**src/rtl/serial_uart_if.sv**
```systemverilog
// Bus-side handshake shared with the RAM/serial slaves: mode/addr/wdata in, rdata out.
// Zero latency: single-cycle access with no wait states.
// No backpressure: the slave always accepts the access.
interface serial_uart_if;
    logic [1:0]  mode;
    logic [31:0] addr;
    logic [31:0] wdata;
    logic [31:0] rdata;

    modport master (output mode, output addr, output wdata, input rdata);
    modport slave  (input mode, input addr, input wdata, output rdata);
endinterface

```
**src/rtl/serial_uart.sv**
```systemverilog
// Memory-mapped 8N1 UART: DATA/STATUS registers, RX byte FIFO, single TX shift register. Option: SERIAL_UART_LOOPBACK_EN.
// rdata is combinational; RX bytes appear one cycle after the stop-bit mid-sample; a TX frame takes 10*CLK_DIV cycles.
// No bus backpressure: writes while TX is busy are dropped, and RX pushes into a full FIFO are dropped and flag overrun.
module serial_uart #(
    parameter int CLK_DIV    = 16,
    parameter int FIFO_DEPTH = 8
) (
    input  logic          clk,
    input  logic          rst,
    serial_uart_if.slave  bus,
    output logic          uart_txd,
    input  logic          uart_rxd
);
    localparam int AW = $clog2(FIFO_DEPTH);
    localparam int CW = AW + 1;
    localparam logic [15:0] DIV_M1  = 16'(CLK_DIV - 1);
    localparam logic [15:0] HALF_M1 = 16'(CLK_DIV / 2 - 1);

    typedef enum logic [1:0] {S_IDLE, S_START, S_DATA, S_STOP} state_t;

    logic rd_en, wr_en, sel_data, sel_stat;
    assign rd_en    = (bus.mode == 2'b01);
    assign wr_en    = (bus.mode == 2'b10);
    assign sel_data = (bus.addr[3:2] == 2'b00);
    assign sel_stat = (bus.addr[3:2] == 2'b01);

    logic unused_bits;
    assign unused_bits = ^{bus.addr[31:4], bus.addr[1:0], bus.wdata[31:8]};

    logic txd_q, txd_d;
    logic lb_q;
`ifdef SERIAL_UART_LOOPBACK_EN
    logic lb_d;
    always_comb lb_d = (wr_en && sel_stat) ? bus.wdata[4] : lb_q;
    always_ff @(posedge clk or negedge rst) begin
        if (!rst) lb_q <= 1'b0;
        else      lb_q <= lb_d;
    end
`else
    assign lb_q = 1'b0;
`endif

    // Loopback keeps the external line quiet while feeding txd back into RX.
    logic rx_in;
    assign uart_txd = txd_q | lb_q;
    assign rx_in    = lb_q ? txd_q : uart_rxd;

    // ---------------- TX ----------------
    state_t      tx_state_q, tx_state_d;
    logic [15:0] tx_cnt_q, tx_cnt_d;
    logic [2:0]  tx_bit_q, tx_bit_d;
    logic [7:0]  tx_shift_q, tx_shift_d;
    logic        tx_ready;
    assign tx_ready = (tx_state_q == S_IDLE);

    always_comb begin
        tx_state_d = tx_state_q;
        tx_cnt_d   = tx_cnt_q;
        tx_bit_d   = tx_bit_q;
        tx_shift_d = tx_shift_q;
        txd_d      = txd_q;
        case (tx_state_q)
            S_IDLE: if (wr_en && sel_data) begin
                tx_state_d = S_START;
                tx_shift_d = bus.wdata[7:0];
                tx_cnt_d   = 16'd0;
                txd_d      = 1'b0;
            end
            S_START: if (tx_cnt_q == DIV_M1) begin
                tx_state_d = S_DATA;
                tx_cnt_d   = 16'd0;
                tx_bit_d   = 3'd0;
                txd_d      = tx_shift_q[0];
                tx_shift_d = tx_shift_q >> 1;
            end else tx_cnt_d = tx_cnt_q + 16'd1;
            S_DATA: if (tx_cnt_q == DIV_M1) begin
                tx_cnt_d = 16'd0;
                if (tx_bit_q == 3'd7) begin
                    tx_state_d = S_STOP;
                    txd_d      = 1'b1;
                end else begin
                    tx_bit_d   = tx_bit_q + 3'd1;
                    txd_d      = tx_shift_q[0];
                    tx_shift_d = tx_shift_q >> 1;
                end
            end else tx_cnt_d = tx_cnt_q + 16'd1;
            S_STOP: if (tx_cnt_q == DIV_M1) begin
                tx_state_d = S_IDLE;
                tx_cnt_d   = 16'd0;
            end else tx_cnt_d = tx_cnt_q + 16'd1;
            default: tx_state_d = S_IDLE;
        endcase
    end

    always_ff @(posedge clk or negedge rst) begin
        if (!rst) begin
            tx_state_q <= S_IDLE;
            tx_cnt_q   <= 16'd0;
            tx_bit_q   <= 3'd0;
            tx_shift_q <= 8'd0;
            txd_q      <= 1'b1;
        end else begin
            tx_state_q <= tx_state_d;
            tx_cnt_q   <= tx_cnt_d;
            tx_bit_q   <= tx_bit_d;
            tx_shift_q <= tx_shift_d;
            txd_q      <= txd_d;
        end
    end

    // ---------------- RX ----------------
    logic        rx_s1_q, rx_s2_q, rx_prev_q;
    state_t      rx_state_q, rx_state_d;
    logic [15:0] rx_cnt_q, rx_cnt_d;
    logic [2:0]  rx_bit_q, rx_bit_d;
    logic [7:0]  rx_shift_q, rx_shift_d;
    logic        rx_push, fe_set;

    // The counter enters START at 1 so the detection cycle counts toward the half-bit wait.
    always_comb begin
        rx_state_d = rx_state_q;
        rx_cnt_d   = rx_cnt_q;
        rx_bit_d   = rx_bit_q;
        rx_shift_d = rx_shift_q;
        rx_push    = 1'b0;
        fe_set     = 1'b0;
        case (rx_state_q)
            S_IDLE: if (rx_prev_q && !rx_s2_q) begin
                rx_state_d = S_START;
                rx_cnt_d   = 16'd1;
            end
            S_START: if (rx_cnt_q == HALF_M1) begin
                rx_state_d = rx_s2_q ? S_IDLE : S_DATA;
                rx_cnt_d   = 16'd0;
                rx_bit_d   = 3'd0;
            end else rx_cnt_d = rx_cnt_q + 16'd1;
            S_DATA: if (rx_cnt_q == DIV_M1) begin
                rx_cnt_d   = 16'd0;
                rx_shift_d = {rx_s2_q, rx_shift_q[7:1]};
                if (rx_bit_q == 3'd7) rx_state_d = S_STOP;
                else                  rx_bit_d   = rx_bit_q + 3'd1;
            end else rx_cnt_d = rx_cnt_q + 16'd1;
            S_STOP: if (rx_cnt_q == DIV_M1) begin
                rx_state_d = S_IDLE;
                rx_cnt_d   = 16'd0;
                rx_push    = rx_s2_q;
                fe_set     = !rx_s2_q;
            end else rx_cnt_d = rx_cnt_q + 16'd1;
            default: rx_state_d = S_IDLE;
        endcase
    end

    always_ff @(posedge clk or negedge rst) begin
        if (!rst) begin
            rx_s1_q    <= 1'b1;
            rx_s2_q    <= 1'b1;
            rx_prev_q  <= 1'b1;
            rx_state_q <= S_IDLE;
            rx_cnt_q   <= 16'd0;
            rx_bit_q   <= 3'd0;
            rx_shift_q <= 8'd0;
        end else begin
            rx_s1_q    <= rx_in;
            rx_s2_q    <= rx_s1_q;
            rx_prev_q  <= rx_s2_q;
            rx_state_q <= rx_state_d;
            rx_cnt_q   <= rx_cnt_d;
            rx_bit_q   <= rx_bit_d;
            rx_shift_q <= rx_shift_d;
        end
    end

    // ---------------- FIFO and flags ----------------
    logic [7:0]    mem_q [FIFO_DEPTH];
    logic [AW-1:0] wr_ptr_q, wr_ptr_d, rd_ptr_q, rd_ptr_d;
    logic [CW-1:0] count_q, count_d;
    logic          ovr_q, ovr_d, fe_q, fe_d;
    logic          empty, full, pop, push_ok, ovr_set, stat_rd;

    assign empty   = (count_q == '0);
    assign full    = (count_q == CW'(FIFO_DEPTH));
    assign pop     = rd_en && sel_data && !empty;
    assign push_ok = rx_push && (!full || pop);
    assign ovr_set = rx_push && full && !pop;
    assign stat_rd = rd_en && sel_stat;

    // Flag set takes priority over the clear-on-read.
    always_comb begin
        wr_ptr_d = push_ok ? wr_ptr_q + AW'(1) : wr_ptr_q;
        rd_ptr_d = pop ? rd_ptr_q + AW'(1) : rd_ptr_q;
        count_d  = count_q;
        if (push_ok && !pop)      count_d = count_q + CW'(1);
        else if (pop && !push_ok) count_d = count_q - CW'(1);
        ovr_d = (stat_rd ? 1'b0 : ovr_q) | ovr_set;
        fe_d  = (stat_rd ? 1'b0 : fe_q) | fe_set;
    end

    always_ff @(posedge clk or negedge rst) begin
        if (!rst) begin
            wr_ptr_q <= '0;
            rd_ptr_q <= '0;
            count_q  <= '0;
            ovr_q    <= 1'b0;
            fe_q     <= 1'b0;
        end else begin
            wr_ptr_q <= wr_ptr_d;
            rd_ptr_q <= rd_ptr_d;
            count_q  <= count_d;
            ovr_q    <= ovr_d;
            fe_q     <= fe_d;
        end
    end

    always_ff @(posedge clk) begin
        if (push_ok) mem_q[wr_ptr_q] <= rx_shift_q;
    end

    always_comb begin
        bus.rdata = 32'd0;
        if (sel_data && !empty) bus.rdata = {24'd0, mem_q[rd_ptr_q]};
        else if (sel_stat)      bus.rdata = {27'd0, lb_q, fe_q, ovr_q, tx_ready, !empty};
    end
endmodule

```
**src/flat_wrapper.sv**
```systemverilog
// flat-port wrapper written by rule: the top's interface ports become plain ports
module serial_uart_flat 
#(
    parameter int CLK_DIV    = 16,
    parameter int FIFO_DEPTH = 8
)
  (clk, rst, uart_txd, uart_rxd, bus_mode, bus_addr, bus_wdata, bus_rdata);
  serial_uart_if bus_i ();
  input  logic clk;
  input  logic rst;
  output logic uart_txd;
  input  logic uart_rxd;
  input wire logic [$bits(bus_i.mode)-1:0] bus_mode;
  input wire logic [$bits(bus_i.addr)-1:0] bus_addr;
  input wire logic [$bits(bus_i.wdata)-1:0] bus_wdata;
  output wire logic [$bits(bus_i.rdata)-1:0] bus_rdata;
  assign bus_i.mode = bus_mode;
  assign bus_i.addr = bus_addr;
  assign bus_i.wdata = bus_wdata;
  assign bus_rdata = bus_i.rdata;
  serial_uart #(.CLK_DIV(CLK_DIV), .FIFO_DEPTH(FIFO_DEPTH)) u_core (.clk(clk), .rst(rst), .bus(bus_i), .uart_txd(uart_txd), .uart_rxd(uart_rxd));
endmodule
```
**config.mk**
```make
export PLATFORM = sky130hd
export DESIGN_NAME = serial_uart_flat
export DESIGN_NICKNAME = d
export VERILOG_FILES = /design/src/rtl/serial_uart_if.sv /design/src/rtl/serial_uart.sv /design/src/flat_wrapper.sv
export SDC_FILE = /design/constraint.sdc
export NUM_CORES = 1
export LEC_CHECK = 0
export ABC_CLOCK_PERIOD_IN_PS = 6200
export CELL_PAD_IN_SITES_DETAIL_PLACEMENT = 1
export CELL_PAD_IN_SITES_GLOBAL_PLACEMENT = 1
export CORE_UTILIZATION = 47
export CTS_CLUSTER_SIZE = 16
export DETAILED_ROUTE_END_ITERATION = 12
export GPL_TIMING_DRIVEN = 0
export HOLD_SLACK_MARGIN = 0.02
export PLACE_DENSITY = 0.95
export SYNTH_ARGS = -nofsm -noshare
export SYNTH_HDL_FRONTEND = slang
export SYNTH_SLANG_ARGS = --single-unit
```
**constraint.sdc**
```tcl
create_clock -name clk -period 6.2 [get_ports clk]
set_input_delay 0.62 -clock clk [delete_from_list [all_inputs] [get_ports clk]]
set_output_delay 0.62 -clock clk [all_outputs]
set_load 0.02 [all_outputs]
```
Word level (Yosys, flattened, before mapping)
Memories as Yosys holds them, arrays and structs flattened.
Index checks and enable logic that the tools add are counted.
{"block": "word_totals", "regBits": 74, "latchBits": 0, "ramBits": 64, "mem_bits_ro": 0, "input_bits": 69, "out_inout_bits": 33, "elab_cells": 139, "memories": 1}
{"memory": "u_core.mem_q", "words": 8, "word_bits": 8, "read_ports": 1, "rd_clocked_by_memory_dff": 0, "wr": 1, "line_no": "serial_uart.sv:174", "rtl": "logic [7:0] mem_q [FIFO_DEPTH];"}
{"block": "classes", "add_sub_neg": 8, "mul": 0, "div": 0, "magnitude_cmp": 0, "eq_ne": 27, "shifts": 0, "mux": 50, "bitwise_logic": 2, "n_reduce_logical": 34}
{"cell": "16-bit 2-to-1 mux", "count": 5}
{"cell": "16-bit case mux with 3 select lines", "count": 1}
{"cell": "16-bit by 1-bit adder with 16-bit output (second input constant)", "count": 2}
{"cell": "16-bit by 4-bit equality test with 1-bit output (second input constant)", "count": 2}
{"cell": "32-bit 2-to-1 mux", "count": 1}
{"cell": "8-bit 2-to-1 mux", "count": 4}
{"cell": "16-bit case mux with 2 select lines", "count": 1}
{"cell": "8-bit case mux with 3 select lines", "count": 1}
{"cell": "2-bit 2-to-1 mux", "count": 11}
{"cell": "3-bit 2-to-1 mux", "count": 6}
{"cell": "2-bit by 1-bit inequality test with 1-bit output (second input constant)", "count": 9}
{"cell": "16-bit by 3-bit equality test with 1-bit output (second input constant)", "count": 1}
{"cell": "2-bit case mux with 4 select lines", "count": 2}
{"cell": "5-bit AND reduction", "count": 3}
{"cell": "3-bit by 1-bit adder with 3-bit output (second input constant)", "count": 4}
{"cell": "1-bit 2-to-1 mux", "count": 12}
{"cell": "4-bit 2-to-1 mux", "count": 3}
{"cell": "3-bit case mux with 2 select lines", "count": 2}
{"cell": "4-bit AND reduction", "count": 3}
{"cell": "1-bit logical AND", "count": 11}
{"cell": "2-bit equality test (second input constant)", "count": 5}
{"cell": "2-bit by 1-bit equality test with 1-bit output (second input constant)", "count": 4}
{"cell": "3-bit equality test (second input constant)", "count": 2}
{"cell": "2-bit logical NOT", "count": 3}
{"cell": "14 further kinds", "count": 23}

Longest topological paths before layout
{"block": "depth", "ltp_word": 9, "mapped_depth": 11, "mapped_depth_nobuf": 11}

Worst setup path before layout
OpenSTA, ideal clock, no wires.
{"block": "synth_path", "kind": "flip-flop to flip-flop", "startpoint": "register u_core.rx_cnt_q[11]", "endpoint": "register u_core.count_q[3]", "setup_time_ps": 80, "arrival_ps": 2817, "t_required_ps": 6120, "slack_ps": 3303, "stages_incl_launch_ff": 11, "path_buffers": 0, "synth_period_minus_slack_ps": 2897, "path_cell_list": "dfrtp_1 or4_4 nor4_4 and3_4 ha_1 inv_1 ha_1 a21o_1 a21oi_1 mux2i_1 xnor2_1"}
{"block": "synth_between", "elab_chain_len": 7, "word_cells_on_any_way": 9, "classes_between": "1 x eq/ne; 3 x mux; 5 x reduce/logical"}
{"element": "start, declared", "line_no": "serial_uart.sv:114", "rtl": "logic [15:0] rx_cnt_q, rx_cnt_d;"}
{"element": "start signal, assigned", "line_no": "serial_uart.sv:167", "rtl": "rx_cnt_q <= rx_cnt_d;"}
{"element": "16-bit by 4-bit equality test with 1-bit output (*)", "line_no": "serial_uart.sv:143", "rtl": "S_STOP: if (rx_cnt_q == DIV_M1) begin"}
{"element": "1-bit 2-to-1 mux (*)", "line_no": "serial_uart.sv:143"}
{"element": "1-bit 2-to-1 mux (*)", "line_no": "serial_uart.sv:127", "rtl": "case (rx_state_q)"}
{"element": "1-bit logical AND (*)", "line_no": "serial_uart.sv:183", "rtl": "assign push_ok = rx_push && (!full || pop);"}
{"element": "via u_core.push_ok", "line_no": "serial_uart.sv:178", "rtl": "logic empty, full, pop, push_ok, ovr_set, stat_rd;"}
{"element": "1-bit logical NOT", "line_no": "serial_uart.sv:193", "rtl": "else if (pop && !push_ok) count_d = count_q - CW'(1);"}
{"element": "1-bit logical AND", "line_no": "serial_uart.sv:193"}
{"element": "2-bit nonzero test (no line)"}
{"element": "end signal, assigned", "line_no": "serial_uart.sv:208", "rtl": "count_q <= count_d;"}
{"element": "end, declared", "line_no": "serial_uart.sv:176", "rtl": "logic [CW-1:0] count_q, count_d;"}
The timed path passes the listed nets; every way through them passes the cells marked *.
A chain may end at the register's enable or synchronous reset.

Worst setup path after layout
{"block": "layout_path", "startpoint": "register u_core.rd_ptr_q[1]", "endpoint": "output port bus_rdata[3]"}
{"block": "layout_between", "elab_chain_len": 2}
{"element": "start, declared", "line_no": "serial_uart.sv:175", "rtl": "logic [AW-1:0] wr_ptr_q, wr_ptr_d, rd_ptr_q, rd_ptr_d;"}
{"element": "start signal, assigned", "line_no": "serial_uart.sv:207", "rtl": "rd_ptr_q <= rd_ptr_d;"}
{"element": "memory read 8 x 8 bit"}
{"element": "32-bit 2-to-1 mux", "line_no": "serial_uart.sv:220", "rtl": "if (sel_data && !empty) bus.rdata = {24'd0, mem_q[rd_ptr_q]};"}
{"element": "end, declared", "line_no": "flat_wrapper.sv:16", "rtl": "output wire logic [$bits(bus_i.rdata)-1:0] bus_rdata;"}
No other way between the ends.

==> reports/summary.txt <==
Power per cell area -> 413 mW/mm²
Largest family of logic cells by synthesized area -> simple AND/OR/NAND/NOR gates
Total number of H-tree levels -> 4
R2r setup slk -> 2.68 ns
Register area share after synthesis -> 56.1%
Fin util -> 56.8%
Via-per-instance ratio -> 6.18
Post-synth EDFFs -> 64
Hold crit path type -> input port to async pin
Reg2reg start -> u_core.rx_cnt_q[4]
P_leak -> 3.12 nW
Max-Cap Viols -> 0
Area fraction in and, or, nand and nor cells after synthesis -> 14.3%
DP Area -> 0.00730 mm²
Proportion of synthesized area in mux cells -> 11.5%
Clk buf depth -> 2
CTS hold repair buffers -> 0
CP endpoint kind -> output port
CTS buffer count -> 17
Worst Path Buf+Inv -> 3
Overall Global Routing Usage -> 29.1%
Most frequent cell on the critical path -> clkbuf_1
GR Overflow Total -> 0
Critical Path AT -> 3.17 ns
Num rows -> 43
Crit path kind -> flip-flop to output port
Core Region -> 0.0139 mm²
Clock tree from TritonCTS -> done
Startpoint types -> flip-flop
Die height -> 122 µm
Most common cell after layout, fill and taps aside -> dfrtp_1
Worst Tran Pin Value -> 1.39 ns
Yosys cell types -> 67
Final Skew -> 0.00784 ns
Area contributors post-synth -> edfxtp_1 (29%), dfrtp_1 (26%), mux4_2 (5.3%), mux2_2 (4.5%), ha_1 (3.2%)
Slew HR -> 6.52%
Setup TNS Final -> 0 ns
Area delta synth->final -> 17.4%
Post-CTS Setup Bufs -> 0
Die Wd -> 122 µm
Status -> finished clean
Yosys warns -> 0
Resized cells post-CTS -> 0
Synthesized area -> 0.00674 mm²
Initial core utilization -> 48.3%
Hold violation total from the final report -> 0
FF-to-FF End -> u_core.mem_q[1][5]
Avg WL per Cell -> 24.9 µm
Port buffer count -> 23
CTS Sinks -> 138
RSZ-0062 raised after global routing -> false
HPWL Detailed -> 12400 µm
Final Critical Period -> 3.79 ns
CP max FO -> 10
CP max stage cell -> clkdlybuf4s50_1
Die area -> 0.0148 mm²
CP required -> 5.58 ns
Initial antenna violation count -> 0
GPL Wtd Cong -> 0.832
Most frequent cells in the layout -> dfrtp_1 (70), edfxtp_1 (64), nand2_1 (37)
Compound-Gate Fraction of Synth Area -> 8.34%
Xor and xnor area share after synthesis -> 1.43%
Cells after Synth -> 543
Final antenna-violating net count -> 0
Layout cells sized above 1 -> 20.1%
Pre-antenna DRT Iters -> 6
ANT cells -> 0
Finished Cell Area -> 0.00791 mm²
Vias in the first global route -> 5487
Initial DRC count -> 427
Adder-Cell Fraction of Synth Area -> 3.45%
Syn_area_per_cell -> 12.4 µm²
Worst-skew pair later-pin latency -> 0.43 ns
# nets final -> 696
Worst vdd ir -> 234 µV
DRC violations left -> 0
Post-Route WL -> 20000 µm
First-pass GRT wire length -> 31300 µm
# fillers -> 1431
Clock slew at the register clock pins of the worst setup and hold paths -> 0.06 ns
Yosys top cell area share -> 28.5%
Sequential standard cell area -> 0.00378 mm²
Crit-path max cell delay -> 0.66 ns
Crit path max-delay family -> buffers and inverters
Period utilization -> 61.1%
Vias -> 4955
I/O pin count -> 102
Footprint of the multi-input gates -> 0.00272 mm²
Setup Viol. Count Final -> 0
Flops & latches, synth -> 138
Final Max Slew Viols -> 0
Critical Path, Cell by Cell -> clkbuf_1, clkbuf_1, mux4_2, mux2i_1, o21ai_0, clkdlybuf4s50_1
FMAX -> 0.264 GHz
Ys async rst share -> 53.6%
Reg2reg path depth -> 5
Largest net degree at the start of global routing -> 55
Post-synth top flop -> dfrtp_1
Root Buffer -> clkbuf_16
Synth area leader -> edfxtp_1
==> flip-flops by register name (all words and copies together) (netlist names), named ones only <==
signal,cells
u_core.count_q,4
u_core.fe_q,1
u_core.mem_q,64
u_core.ovr_q,1
u_core.rd_ptr_q,3
u_core.rx_bit_q,3
u_core.rx_cnt_q,16
u_core.rx_prev_q,1
u_core.rx_s1_q,1
u_core.rx_s2_q,1
u_core.rx_shift_q,8
u_core.rx_state_q,1
u_core.tx_bit_q,3
u_core.tx_cnt_q,16
u_core.tx_shift_q,8
u_core.tx_state_q,2
u_core.uart_txd,1
u_core.wr_ptr_q,3
==> Yosys cell counts, drive strengths merged (2+ instances only) <==
master and instances:
a22o 4, o31ai 4, and4 3, nand2 37
inv 18, xnor2 8, o21ai 35, mux2i 10
ha 17, mux2 28, or2 3, xor2 3
a221o 2, dfstp 4, edfxtp 64, buf 30
nor3b 3, nor3 10, a211oi 4, o22ai 4
a21oi 14, nor4 5, a31oi 7, nand4 13
o41ai 2, nand3b 3, or4 6, and2 8
nor2 26, mux4 16, and3 9, dfrtp 70
nor2b 7, nand2b 5, nand3 24, clkbuf 12
or3 8
==> final cells by class <==
type / instances / area share, %
sequential: 138 / 47.8
multi-input combinational: 368 / 34.4
clock buffer: 23 / 6.17
buffer: 42 / 3.27
timing repair buffer: 24 / 3.23
tap: 180 / 2.85
clock inverter: 9 / 1.44
inverter: 18 / 0.854
==> worst max path at each step <==
stage / from / endpoint / slack, ns / depth (start not counted)
after floorplan: u_core.rx_cnt_q[11] / u_core.count_q[3] / 3.30 / 10
after global placement: rst / u_core.rx_shift_q[5] / 1.88 / 1
after detailed placement: bus_mode[0] / u_core.mem_q[0][5] / 2.67 / 5
after CTS: u_core.rd_ptr_q[1] / bus_rdata[3] / 2.44 / 6
after global routing: u_core.rd_ptr_q[1] / bus_rdata[3] / 2.27 / 6
final: u_core.rd_ptr_q[1] / bus_rdata[3] / 2.41 / 6
==> per-layer routing <==
| metal | global-route usage, % | up-vias | part of all wire (%) | routed length, µm |
|---|---|---|---|---|
| li1 | - | 2121 | - | - |
| met1 | 33.1 | 2540 | 39 | 7730 |
| met2 | 50.4 | 220 | 52 | 10300 |
| met3 | 6.55 | 74 | 5.2 | 1030 |
| met4 | 16.3 | 0 | 4.3 | 854 |
| met5 | 0 | - | 0 | 0 |
==> logic make-up after synthesis <==
logic type	Yosys count
buffers and inverters	60
adders and majority gates	18
and+or+nand+nor	174
DFF	138
xor gates and xnor gates	11
AOI/OAI and AO/OA	87
other	1
muxes	54
==> power breakdown <==
| group | internal [W] | switching, W | total, W |
|---|---|---|---|
| registers | 0.00106 | 0.000116 | 0.00118 |
| logic | 0.000442 | 0.000610 | 0.00105 |
| clock network | 0.000636 | 0.000407 | 0.00104 |
==> stage by stage <==
stage	setup WS [ns]	cells	power (W)	hold WS, ns
after CTS	2.44	802	0.00326	0.0766
after floorplan	3.30	566	0.00185	0.324
final	2.41	802	0.00327	0.0797
after global routing	2.27	802	0.00339	0.0841
after detailed placement	2.67	770	0.00215	0.347
after global placement	1.88	769	0.00204	0.348
Power figures use the tool's default switching activity.
